`src/rtl/sr_s2p_param_if.sv`:
```
// Bus bundle for the serial-to-parallel deserialiser: serial input side,
// control strobes and the held-word valid/ready output port.
interface sr_s2p_param_if #(
    parameter int WIDTH = 8
);
    logic                         data_in;
    logic                         enable;
    logic                         flush;
    logic                         clr_ovf;
    logic                         out_ready;
    logic [WIDTH-1:0]             data_out;
    logic                         out_valid;
    logic [$clog2(WIDTH+1)-1:0]   bit_count;
    logic                         overflow;

    modport master (
        output data_in, enable, flush, clr_ovf, out_ready,
        input  data_out, out_valid, bit_count, overflow
    );

    modport slave (
        input  data_in, enable, flush, clr_ovf, out_ready,
        output data_out, out_valid, bit_count, overflow
    );
endinterface

```
`src/rtl/sr_s2p_param.sv`:
```
// Parametrised serial-to-parallel shift register. Collects WIDTH serial bits,
// hands the finished word to a held valid/ready output register, supports a
// partial-word flush and flags dropped words with a sticky overflow bit.
// reset_i is synchronous and active-low.
module sr_s2p_param #(
    parameter int WIDTH     = 8,
    parameter bit MSB_FIRST = 1'b1
) (
    input  logic               clk_i,
    input  logic               reset_i,
    sr_s2p_param_if.slave      bus_if
);
    localparam int CW = $clog2(WIDTH + 1);

    typedef enum logic {
        EMPTY = 1'b0,
        FULL  = 1'b1
    } state_t;

    state_t           state_q, state_d;
    logic [WIDTH-1:0] shiftReg_q, shiftReg_d;
    logic [WIDTH-1:0] dataOut_q, dataOut_d;
    logic [CW-1:0]    bitCount_q, bitCount_d;
    logic             overflow_q, overflow_d;
    logic [WIDTH-1:0] shiftNext;
    logic             lastBit;
    logic             complete;

    // Shift register contents after taking this cycle's bit, and whether that bit finishes a word
    always_comb begin
        if (MSB_FIRST) begin
            shiftNext = {shiftReg_q[WIDTH-2:0], bus_if.data_in};
        end else begin
            shiftNext = {bus_if.data_in, shiftReg_q[WIDTH-1:1]};
        end
        lastBit  = (bitCount_q == CW'(WIDTH - 1));
        complete = bus_if.enable && !bus_if.flush && lastBit;
    end

    // Collection path, output FSM and sticky overflow next-state
    always_comb begin
        shiftReg_d = shiftReg_q;
        bitCount_d = bitCount_q;
        dataOut_d  = dataOut_q;
        state_d    = state_q;
        overflow_d = overflow_q;

        if (bus_if.flush) begin
            shiftReg_d = '0;
            bitCount_d = '0;
        end else if (bus_if.enable) begin
            shiftReg_d = shiftNext;
            bitCount_d = lastBit ? '0 : bitCount_q + CW'(1);
        end

        if (bus_if.clr_ovf) begin
            overflow_d = 1'b0;
        end

        unique case (state_q)
            EMPTY: begin
                if (complete) begin
                    dataOut_d = shiftNext;
                    state_d   = FULL;
                end
            end
            FULL: begin
                if (complete) begin
                    if (bus_if.out_ready) begin
                        dataOut_d = shiftNext;
                    end else begin
                        overflow_d = 1'b1;
                    end
                end else if (bus_if.out_ready) begin
                    state_d = EMPTY;
                end
            end
            default: state_d = EMPTY;
        endcase
    end

    // State registers with synchronous active-low reset
    always_ff @(posedge clk_i) begin
        if (!reset_i) begin
            state_q    <= EMPTY;
            shiftReg_q <= '0;
            dataOut_q  <= '0;
            bitCount_q <= '0;
            overflow_q <= 1'b0;
        end else begin
            state_q    <= state_d;
            shiftReg_q <= shiftReg_d;
            dataOut_q  <= dataOut_d;
            bitCount_q <= bitCount_d;
            overflow_q <= overflow_d;
        end
    end

    assign bus_if.data_out  = dataOut_q;
    assign bus_if.out_valid = (state_q == FULL);
    assign bus_if.bit_count = bitCount_q;
    assign bus_if.overflow  = overflow_q;
endmodule

```
`src/flat_wrapper.sv`:
```
// flat-port wrapper written by rule: the top's interface ports become plain ports
module sr_s2p_param_flat 
#(
    parameter int WIDTH     = 8,
    parameter bit MSB_FIRST = 1'b1
)
  (clk_i, reset_i, bus_if_data_in, bus_if_enable, bus_if_flush, bus_if_clr_ovf, bus_if_out_ready, bus_if_data_out, bus_if_out_valid, bus_if_bit_count, bus_if_overflow);
  sr_s2p_param_if #(.WIDTH(WIDTH)) bus_if_i ();
  input  logic clk_i;
  input  logic reset_i;
  input wire logic [$bits(bus_if_i.data_in)-1:0] bus_if_data_in;
  input wire logic [$bits(bus_if_i.enable)-1:0] bus_if_enable;
  input wire logic [$bits(bus_if_i.flush)-1:0] bus_if_flush;
  input wire logic [$bits(bus_if_i.clr_ovf)-1:0] bus_if_clr_ovf;
  input wire logic [$bits(bus_if_i.out_ready)-1:0] bus_if_out_ready;
  output wire logic [$bits(bus_if_i.data_out)-1:0] bus_if_data_out;
  output wire logic [$bits(bus_if_i.out_valid)-1:0] bus_if_out_valid;
  output wire logic [$bits(bus_if_i.bit_count)-1:0] bus_if_bit_count;
  output wire logic [$bits(bus_if_i.overflow)-1:0] bus_if_overflow;
  assign bus_if_i.data_in = bus_if_data_in;
  assign bus_if_i.enable = bus_if_enable;
  assign bus_if_i.flush = bus_if_flush;
  assign bus_if_i.clr_ovf = bus_if_clr_ovf;
  assign bus_if_i.out_ready = bus_if_out_ready;
  assign bus_if_data_out = bus_if_i.data_out;
  assign bus_if_out_valid = bus_if_i.out_valid;
  assign bus_if_bit_count = bus_if_i.bit_count;
  assign bus_if_overflow = bus_if_i.overflow;
  sr_s2p_param #(.WIDTH(WIDTH), .MSB_FIRST(MSB_FIRST)) u_core (.clk_i(clk_i), .reset_i(reset_i), .bus_if(bus_if_i));
endmodule
```
`config.mk`:
```
export PLATFORM = sky130hd
export DESIGN_NAME = sr_s2p_param_flat
export DESIGN_NICKNAME = d
export VERILOG_FILES = /design/src/rtl/sr_s2p_param_if.sv /design/src/rtl/sr_s2p_param.sv /design/src/flat_wrapper.sv
export SDC_FILE = /design/constraint.sdc
export NUM_CORES = 1
export LEC_CHECK = 0
export ABC_AREA = 0
export CORE_UTILIZATION = 38
export DETAILED_ROUTE_END_ITERATION = 10
export PLACE_DENSITY = 0.65
export SLEW_MARGIN = 0
export SYNTH_ARGS = -nofsm -noshare
export SYNTH_HDL_FRONTEND = slang
export SYNTH_SLANG_ARGS = --single-unit
```
`constraint.sdc`:
```
create_clock -name clk_i -period 2 [get_ports clk_i]
set_clock_uncertainty 0.05 [all_clocks]
set_input_delay 0.2 -clock clk_i [delete_from_list [all_inputs] [get_ports clk_i]]
set_output_delay 0.2 -clock clk_i [all_outputs]
set_load 0.01 [all_outputs]
```
==> results of run 1 <==
[worst max-delay path, cell delays in order (launching register included)]
cell and delay [ps]:
dfxtp_1 400, ha_1 230, or3b_4 410, nor3_4 400
mux2i_1 240
[report_power, final]
part,switching [uW],internal (uW),total [uW]
Clock,121,77.7,199
Combinational,18.7,21.9,40.7
Sequential,1.98,420,422
[kinds of logic (layout without fill, tap and decap cells)]
| family | Yosys count | count (layout) | synth area share [%] |
|---|---|---|---|
| and+or+nand+nor | 40 | 40 | 23.2 |
| DFF | 21 | 21 | 50.1 |
| muxes | 16 | 16 | 19.1 |
| AOI/OAI and AO/OA | 4 | 4 | 3.13 |
| buffers and inverters | 4 | 26 | 1.94 |
| adders and majority gates | 1 | 1 | 1.49 |
| xor gates and xnor gates | 1 | 1 | 1.04 |
[cell type report]
cell class,count,area [sq um]
tap,27,33.8
fill,190,923
timing repair buffer,22,215
multi-input combinational,62,403
clock buffer,4,26.3
sequential,21,420
[final timing paths]
path	startpoint	end	slack (ps)
hold reg to reg	u_core.bus_if.data_out[5]	u_core.bus_if.data_out[5]	420
hold / removal	u_core.bus_if.data_out[5]	u_core.bus_if.data_out[5]	420
setup / recovery	u_core.bus_if.bit_count[0]	u_core.bus_if.data_out[6]	210
setup reg to reg	u_core.bus_if.bit_count[0]	u_core.bus_if.data_out[6]	210
[layout by cell type (no fill, tap or decap), drive strengths merged]
master	n
mux2i	16
nand2	20
clkbuf	4
ha	1
buf	2
a31o	1
nand3b	2
clkdlybuf4s50	20
nand2b	2
o21a	1
or3b	1
or3	1
and2b	1
xor2	1
dfxtp	21
nand4	1
nor2	11
a21oi	2
nor3	1
[sequential cells by signal, summed over array words and instances, names as in the netlist]
name,cells
u_core.bus_if.bit_count,4
u_core.bus_if.overflow,1
u_core.bus_if.out_valid,1
u_core.shiftReg_q,7
u_core.bus_if.data_out,8
[stage by stage]
stage | instances | hold WS [ps] | area (sq um) | power (uW) | setup slack (ps)
2_1_floorplan | 87 | 292 | 840 | 453 | 314
3_3_place_gp | 132 | 396 | 1070 | 473 | 213
3_5_place_dp | 132 | 395 | 1070 | 473 | 197
4_1_cts | 136 | 417 | 1100 | 675 | 181
5_1_grt | 136 | 424 | 1100 | 700 | 69.4
6_report | 136 | 415 | 1100 | 662 | 211
[synth_stat cells, drive strengths merged]
master | count | area (sq um)
or3 | 1 | 7.51
nand2 | 20 | 75.1
nand4 | 1 | 6.26
and2b | 1 | 10.0
buf | 1 | 5.00
nor3 | 1 | 16.3
a21oi | 2 | 10.0
a31o | 1 | 8.76
nand2b | 2 | 12.5
clkbuf | 3 | 11.3
dfxtp | 21 | 420
mux2i | 16 | 160
nor2 | 11 | 41.3
ha | 1 | 12.5
xor2 | 1 | 8.76
nand3b | 2 | 15.0
o21a | 1 | 7.51
or3b | 1 | 11.3
[routing by layer]
metal | wire length (microns) | share of wire (%)
met4 | 17 | 1.2
met1 | 687 | 48
met5 | 0 | 0
met3 | 81 | 5.7
met2 | 630 | 44
==> impl_metrics.toml, run 1 <==
[placed_design]
portBuffers = 20
dp_hpwl_microns = 996
gp_congestion = 0.630

[clock_tree]
cts_sinks = 21
clock_path_buffers = 2
cts_setup_buffers = 0
clk_latency_ps = 300
cts_resized = 0
path_clk_slew_ps = 110
cts_tree = "yes"
cts.root.buffer_cell = "clkbuf_4"
cts_buffers = 3
h-tree-depth = 1
postCtsHoldBufs = 0

[synth]
yosys_warnings = 0
syn-num-nets = 95
syn_inst = 87
ys_ff_latch = 21
seq_area_frac_synth_pct = 50.1
synth_area_per_cell_sq_um = 9.65
synth_area_sq_um = 840
synth.distinct_cells = 18

[global_route]
grt_first_pass_wirelength_microns = 2510
antenna_found_initial = 0
gr-total-overflow = 0
grt.busiest_layer = "met2"
grt_max_degree = 20
grt_use_met1_pct = 15.5
use_met3_pct = 4.36
grtUsageMet2_pct = 22.7
grt_pass1_vias = 628
grt_use_total_pct = 13.7

[detailed_routing]
drc = 0
vias_per_cell = 4.72
ant_nets = 0
firstDrtPassIters = 2
wl_per_cell_microns = 10.4
num_vias = 642
finalWirelength_microns = 1420
drtIter0Drc = 1

[worst_setup_path]
cp.arrival_ps = 1970
critPathCaptureType = "flop"
cp-start-kind = "flop"
required_ps = 2190
crit_type = "flop to flop"
critical_path.max_fanout = 8
ff2ff_path_depth = 4

[finish]
drive_gt1_share_pct = 9.17
area_delta_synth_final_pct = 30.8
diodes = 0
utilization_pct = 54.3
final_nets = 118

[worst_hold_path]
min_path_cells = 2
min_path_type = "flop to flop"

[floorplan]
die_w_microns = 49.0
row_count = 16
die_y_microns = 49.0
start_util_pct = 41.5
core_sq_um = 2020
die_area_sq_um = 2400
io_pins = 21

[timing]
fmax_mhz = 559
finalSetupViolCount = 0
hold_violations = 0
rsz0062_at_grt = "no"
fin_tns_setup_ps = 0
timing.slew.headroom_pct = 67.3
fin_crit_ps = 1790
report.final.slew_viol_count = 0
period_share_pct = 89.5
worst_slew_pin_slew_ps = 489

[power_and_ir_drop]
pwr_density_cell_nw_per_um2 = 603
peakVddDrop_v = 0.000273
power_leakage_uw = 0.000384

[outcome]
status = "finished clean"

[job]
cap_viol_max_count = 0
Note: power is estimated with default switching activity, not from simulation.
==> inputs of run 2 (changes only) <==
--- a/config.mk
+++ b/config.mk
@@ -13,3 +13,4 @@
 export SYNTH_ARGS = -nofsm -noshare
 export SYNTH_HDL_FRONTEND = slang
 export SYNTH_SLANG_ARGS = --single-unit
+export TNS_END_PERCENT = 5
==> results of run 2 <==
Final layout, timing and power as in run 1 (identical DEF).
